--- src/rtl/wrapper_pkg.sv ---
// wrapper_pkg: shared FSM/op enums, iteration count and default operand constants for wrapper
package wrapper_pkg;
  typedef enum logic [1:0] {IDLE, SAMPLE, BUSY, WRITE} state_t;
  typedef enum logic {OP_MUL, OP_DIV} op_t;
  localparam int ITER_COUNT = 16;
  localparam logic [15:0] DEF_MUL_CONST = 16'h00CC;
  localparam logic [15:0] DEF_DIV_CONST = 16'h00BB;
endpackage

--- src/rtl/wrapper_muldiv.sv ---
// wrapper_muldiv: 16-iteration shift-add multiplier / restoring divider (divider only with WRAPPER_DIV_EN)
module wrapper_muldiv
  import wrapper_pkg::*;
(
  input  logic        clk,
  input  logic        rst_n,
  input  logic        start,
  input  op_t         op,
  input  logic [15:0] a,
  input  logic [15:0] b,
  output logic        busy,
  output logic        done,
  output logic [31:0] result
);
  localparam int CW = $clog2(ITER_COUNT);
  logic [31:0] acc, acc_nx, mul_acc;
  logic [15:0] sh, sh_nx, b_q;
  logic [CW-1:0] cnt;
  assign done = busy && cnt == CW'(ITER_COUNT - 1);
  // MSB-first: both operations shift the operand out of sh into acc
  assign mul_acc = {acc[30:0], 1'b0} + (sh[15] ? {16'h0, b_q} : 32'h0);
`ifdef WRAPPER_DIV_EN
  op_t op_q;
  logic [16:0] rem;
  logic [15:0] rem_sub;
  logic qbit;
  // b = 0 always sets qbit and leaves rem untouched, giving Q = FFFF and R = a
  assign rem = {acc[15:0], sh[15]};
  assign qbit = rem >= {1'b0, b_q};
  assign rem_sub = qbit ? rem[15:0] - b_q : rem[15:0];
  assign acc_nx = op_q == OP_DIV ? {16'h0, rem_sub} : mul_acc;
  assign sh_nx = {sh[14:0], op_q == OP_DIV ? qbit : 1'b0};
  assign result = op_q == OP_DIV ? {sh, acc[15:0]} : acc;
  always_ff @(posedge clk)
    if (!rst_n) op_q <= OP_MUL;
    else if (start) op_q <= op;
`else
  logic unused_op;
  assign unused_op = op;
  assign acc_nx = mul_acc;
  assign sh_nx = {sh[14:0], 1'b0};
  assign result = acc;
`endif
  always_ff @(posedge clk)
    if (!rst_n) begin
      busy <= 1'b0;
      cnt <= '0;
      acc <= '0;
      sh <= '0;
      b_q <= '0;
    end else if (start) begin
      busy <= 1'b1;
      cnt <= '0;
      acc <= '0;
      sh <= a;
      b_q <= b;
    end else if (busy) begin
      busy <= !done;
      cnt <= cnt + CW'(1);
      acc <= acc_nx;
      sh <= sh_nx;
    end
endmodule

--- src/rtl/wrapper.sv ---
// wrapper: DIP/PB synchronizers, 18-cycle sample/compute/write FSM and display registers; WRAPPER_DIV_EN enables DIV via PB[1]=0
module wrapper
  import wrapper_pkg::*;
#(
  parameter int N_LEDs_OUT = 8,
  parameter int N_DIPs = 16,
  parameter int N_PBs = 3,
  parameter logic [15:0] MUL_CONST = DEF_MUL_CONST,
  parameter logic [15:0] DIV_CONST = DEF_DIV_CONST
) (
  input  logic              CLK,
  input  logic              RESET,
  input  logic [N_DIPs-1:0] DIP,
  input  logic [N_PBs-1:0]  PB,
  output logic [6:0]        LED_PC,
  output logic [31:0]       SEVENSEGHEX
);
  state_t state, state_nx;
  logic [N_DIPs-1:0] dip_s1, dip_s2;
  logic [N_PBs-1:0] pb_s1, pb_s2;
  logic start, wr, md_busy, md_done, unused_ok;
  logic [31:0] md_result;
  op_t op;
`ifdef WRAPPER_DIV_EN
  assign op = pb_s2[1] ? OP_MUL : OP_DIV;
`else
  assign op = OP_MUL;
`endif
  assign unused_ok = ^{pb_s2, md_busy, N_LEDs_OUT > 0};
  always_ff @(posedge CLK)
    if (!RESET) begin
      dip_s1 <= '0;
      dip_s2 <= '0;
      pb_s1 <= '0;
      pb_s2 <= '0;
    end else begin
      dip_s1 <= DIP;
      dip_s2 <= dip_s1;
      pb_s1 <= PB;
      pb_s2 <= pb_s1;
    end
  always_ff @(posedge CLK)
    state <= !RESET ? IDLE : state_nx;
  always_comb
    state_nx = state == IDLE   ? SAMPLE :
               state == SAMPLE ? BUSY :
               state == BUSY   ? (md_done ? WRITE : BUSY) : SAMPLE;
  always_comb begin
    start = state == SAMPLE;
    wr = state == WRITE;
  end
  always_ff @(posedge CLK)
    if (!RESET) begin
      SEVENSEGHEX <= '0;
      LED_PC <= '0;
    end else if (wr) begin
      SEVENSEGHEX <= md_result;
      LED_PC <= LED_PC + 7'd1;
    end
  wrapper_muldiv u_muldiv (
    .clk    (CLK),
    .rst_n  (RESET),
    .start  (start),
    .op     (op),
    .a      (dip_s2),
    .b      (op == OP_DIV ? DIV_CONST : MUL_CONST),
    .busy   (md_busy),
    .done   (md_done),
    .result (md_result)
  );
endmodule

--- config.mk ---
export PLATFORM = sky130hd
export DESIGN_NAME = wrapper
export DESIGN_NICKNAME = d
export VERILOG_FILES = /design/src/rtl/wrapper_pkg.sv /design/src/rtl/wrapper_muldiv.sv /design/src/rtl/wrapper.sv
export SDC_FILE = /design/constraint.sdc
export NUM_CORES = 1
export LEC_CHECK = 0
export CAP_MARGIN = 40
export CORE_MARGIN = 2
export CORE_UTILIZATION = 60
export DETAILED_ROUTE_END_ITERATION = 6
export PLACE_DENSITY_LB_ADDON = 0.15
export SYNTH_ARGS = -nofsm -noshare
export SYNTH_HDL_FRONTEND = slang
export SYNTH_SLANG_ARGS = --single-unit
export TNS_END_PERCENT = 10
--- constraint.sdc ---
create_clock -name CLK -period 5.7 [get_ports CLK]
set_input_delay 0.57 -clock CLK [delete_from_list [all_inputs] [get_ports CLK]]
set_output_delay 0.57 -clock CLK [all_outputs]
set_load 0.05 [all_outputs]
==> metrics.md <==
| Metric | Value |
|---|---|
| First-pass DRT Iterations | `4` |
| Required time of the critical path | `5130 ps` |
| Worst-Skew Late Latency | `510 ps` |
| Hold-fix buffers, CTS | `0` |
| Crit path buf inv count | `1` |
| Filler Cells Inserted | `553` |
| Setup crit end kind | `primary output` |
| CTS tree | `yes` |
| Worst R2R Path Depth | `7` |
| Top Family by Delay on Critical Path | `buffers and inverters` |
| Vias | `3,551` |
| Top FF cell, synth | `dfxtp_1` |
| Initial core utilization | `61.77%` |
| GPL Wtd Cong | `0.8012` |
| Share of cells above drive strength 1 | `9.139%` |
| Cell taking the most area after synthesis | `dfxtp_1` |
| Post-route cell area | `6175 um^2` |
| Synthesized area | `5050 um^2` |
| Final net count | `584` |
| Clk sinks | `123` |
| Synth top area share | `48.76%` |
| Num CTS Buffers | `17` |
| GRT Total Usage | `21.25%` |
| N_diodes | `0` |
| Min-Delay Endpoint | `dip_s2[5]` |
| Max stage delay on crit path | `830 ps` |
| Seq/Total Area, Yosys | `48.76%` |
| Multi-input logic area | `2409 um^2` |
| Worst r2r dst | `u_muldiv.result[21]` |
| Root Buffer | `clkbuf_8` |
| Final hold violation count | `0` |
| WHS Path Cells | `1` |
| Placed insts | `642` |
| Power per cell area | `333.6 nW/um^2` |
| Synth unique cells | `43` |
| Chip Width | `95.74 um` |
| Ys async rst share | `0%` |
| Worst-Margin Slew | `825.1 ps` |
| Slowest-stage cell, CP | `clkdlybuf4s50_1` |
| Critical Path Start Type | `flop` |
| Antenna violations before repair | `0` |
| Worst Skew | `7.630 ps` |
| Fmax | `0.4338 GHz` |
| Final wirelength | `8781 um` |
| DRT iter0 DRCs | `218` |
| Status | `complete, no violations` |
| Hold_sp | `dip_s1[5]` |
| RR Startpoint | `u_muldiv.sh[15]` |
| RSZ-0062 raised after global routing | `no` |
| Post-route insts no fill | `674` |
| Row Count | `33` |
| Yosys warns | `0` |
| Worst Path Arrival | `1730 ps` |
| Slew headroom | `44.99%` |
| Residual DRC count | `0` |
| Seq cells post-synth | `123` |
| Setup violators final | `0` |
| Synth-to-layout area growth | `22.27%` |
| Setup CP Type | `reg2out` |
| Hold Path Class | `reg2reg` |
| Post_cts resized | `0` |
| Port-buffer cells | `54` |
| Peak supply drop | `213.5 uV` |
| Post-DP Area | `5599 um^2` |
| Crit Path Max Fanout | `4` |
| Average size of a mapped cell | `9.825 um^2` |
| Final worst-path cycle share | `40.44%` |
| Top cells by area, synth | `dfxtp_1 (49%), mux2i_1 (9.5%), and2_1 (6.3%)` |
| Vias in the first global route | `3,327` |
| Setup_tns | `0 ps` |
| Routed Antenna Nets | `0` |
| Sequential standard cell area | `2464 um^2` |
| Die Y-Extent | `95.74 um` |
| Max Cap Violations | `0` |
| Core Region | `8175 um^2` |
| Per-cell routed wire length | `13.03 um` |
| R2R Setup Slk | `3450 ps` |
| # IOs | `60` |
| Largest net degree at the start of global routing | `92` |
| First-pass GRT wire length | `15,150 um` |
| Pleak | `2.107 nW` |
| H-Tree Level Count | `4` |
| Worst hold slack | `430.3 ps` |
| Number of buffers added for setup after CTS | `0` |
| Grt ovf | `0` |
| Clock Tree Buf Depth | `2` |
| DP Wirelength | `5356 um` |
| DR vias/cell | `5.269` |
| Die Area | `9166 um^2` |
| Slew Viols, Final | `0` |
| Critical path cell sequence | `clkdlybuf4s50_1` |
| Syn Inst Count | `514` |
| Post-synth EDFFs | `0` |
| Min Tclk post-route | `2305 ps` |
| Power consumption | `0.002060 W` |
| Clock-pin transition on the worst setup and hold timing paths | `60 ps` |
## layer usage
layer	up-vias	part of all wire [%]	global-route usage, %
li1	1826	-	-
met1	1635	45	25.19
met2	81	50	36.07
met3	9	3.7	5.247
met4	0	1.1	10.12
met5	-	0	0
## registers in the layout, summed over array words and instances, names as in the netlist, 2 cells and up
name / flops
LED_PC: 7
SEVENSEGHEX: 30
dip_s1: 16
dip_s2: 16
state: 2
u_muldiv.cnt: 4
u_muldiv.result: 30
u_muldiv.sh: 16
## kinds of logic after synthesis
| group | synth area share [%] |
|---|---|
| AOI/OAI and AO/OA | 8.598 |
| buffers and inverters | 3.667 |
| DFF | 48.76 |
| xor gates and xnor gates | 5.724 |
| adders and majority gates | 1.734 |
| muxes | 9.514 |
| other | 0.07426 |
| and+or+nand+nor | 21.93 |
## placed cells by master (no fill, tap or decap), drive strengths merged, types with 6 or more instances in the layout
cell / instances
dfxtp: 123
clkdlybuf4s50: 53
nand3: 7
xor2: 8
mux2i: 48
clkbuf: 17
and2: 51
xnor2: 25
clkinv: 7
ha: 7
a211oi: 6
nand2: 31
o21ai: 41
nor2: 17
a21oi: 22
inv: 9
nor4: 8
nand4: 7
nor2b: 35
buf: 6
## through the flow
stage	utilization, %	setup WS (ps)
finish	75.53	3395
global route	75.53	3219
CTS	75.53	3364
detailed placement	68.49	3487
global placement	68.30	3567
floorplan	-	3811
## power by group
group / internal [W] / switching (W)
clock network: 0.000628 / 0.000391
logic: 0.0000567 / 0.0000654
registers: 0.000891 / 0.0000275
total: 0.00158 / 0.000484
## synth_stat cells, drive strengths merged (5+ instances only)
cell	instances
clkbuf	24
and2	51
nor2	17
nor4	8
or3	5
o21ai	41
xor2	8
nand2	31
and4	5
ha	7
nor2b	35
a211oi	6
xnor2	25
mux2i	48
nand4	7
nand3	7
buf	13
dfxtp	123
a21oi	22
## worst max path at each step
stage | depth (start not counted) | from | slack [ps] | endpoint
2_1_floorplan | 8 | u_muldiv.sh[15] | 3810 | u_muldiv.result[23]
3_3_place_gp | 7 | u_muldiv.sh[15] | 3570 | u_muldiv.result[23]
3_5_place_dp | 7 | u_muldiv.sh[15] | 3490 | u_muldiv.result[27]
4_1_cts | 1 | LED_PC[4] | 3360 | LED_PC[4]
5_1_grt | 7 | u_muldiv.sh[15] | 3220 | u_muldiv.result[27]
6_report | 1 | LED_PC[2] | 3400 | LED_PC[2]
## final cells by class
| cell class | count | share of cell area, % |
|---|---|---|
| Tap cell | 105 | 2.128 |
| Clock buffer | 17 | 6.707 |
| Sequential cell | 123 | 39.90 |
| Timing Repair Buffer | 59 | 9.402 |
| Inverter | 4 | 0.2432 |
| Clock inverter | 15 | 2.614 |
| Multi-Input combinational cell | 351 | 39.01 |
Note: power is estimated with default switching activity, not from simulation.
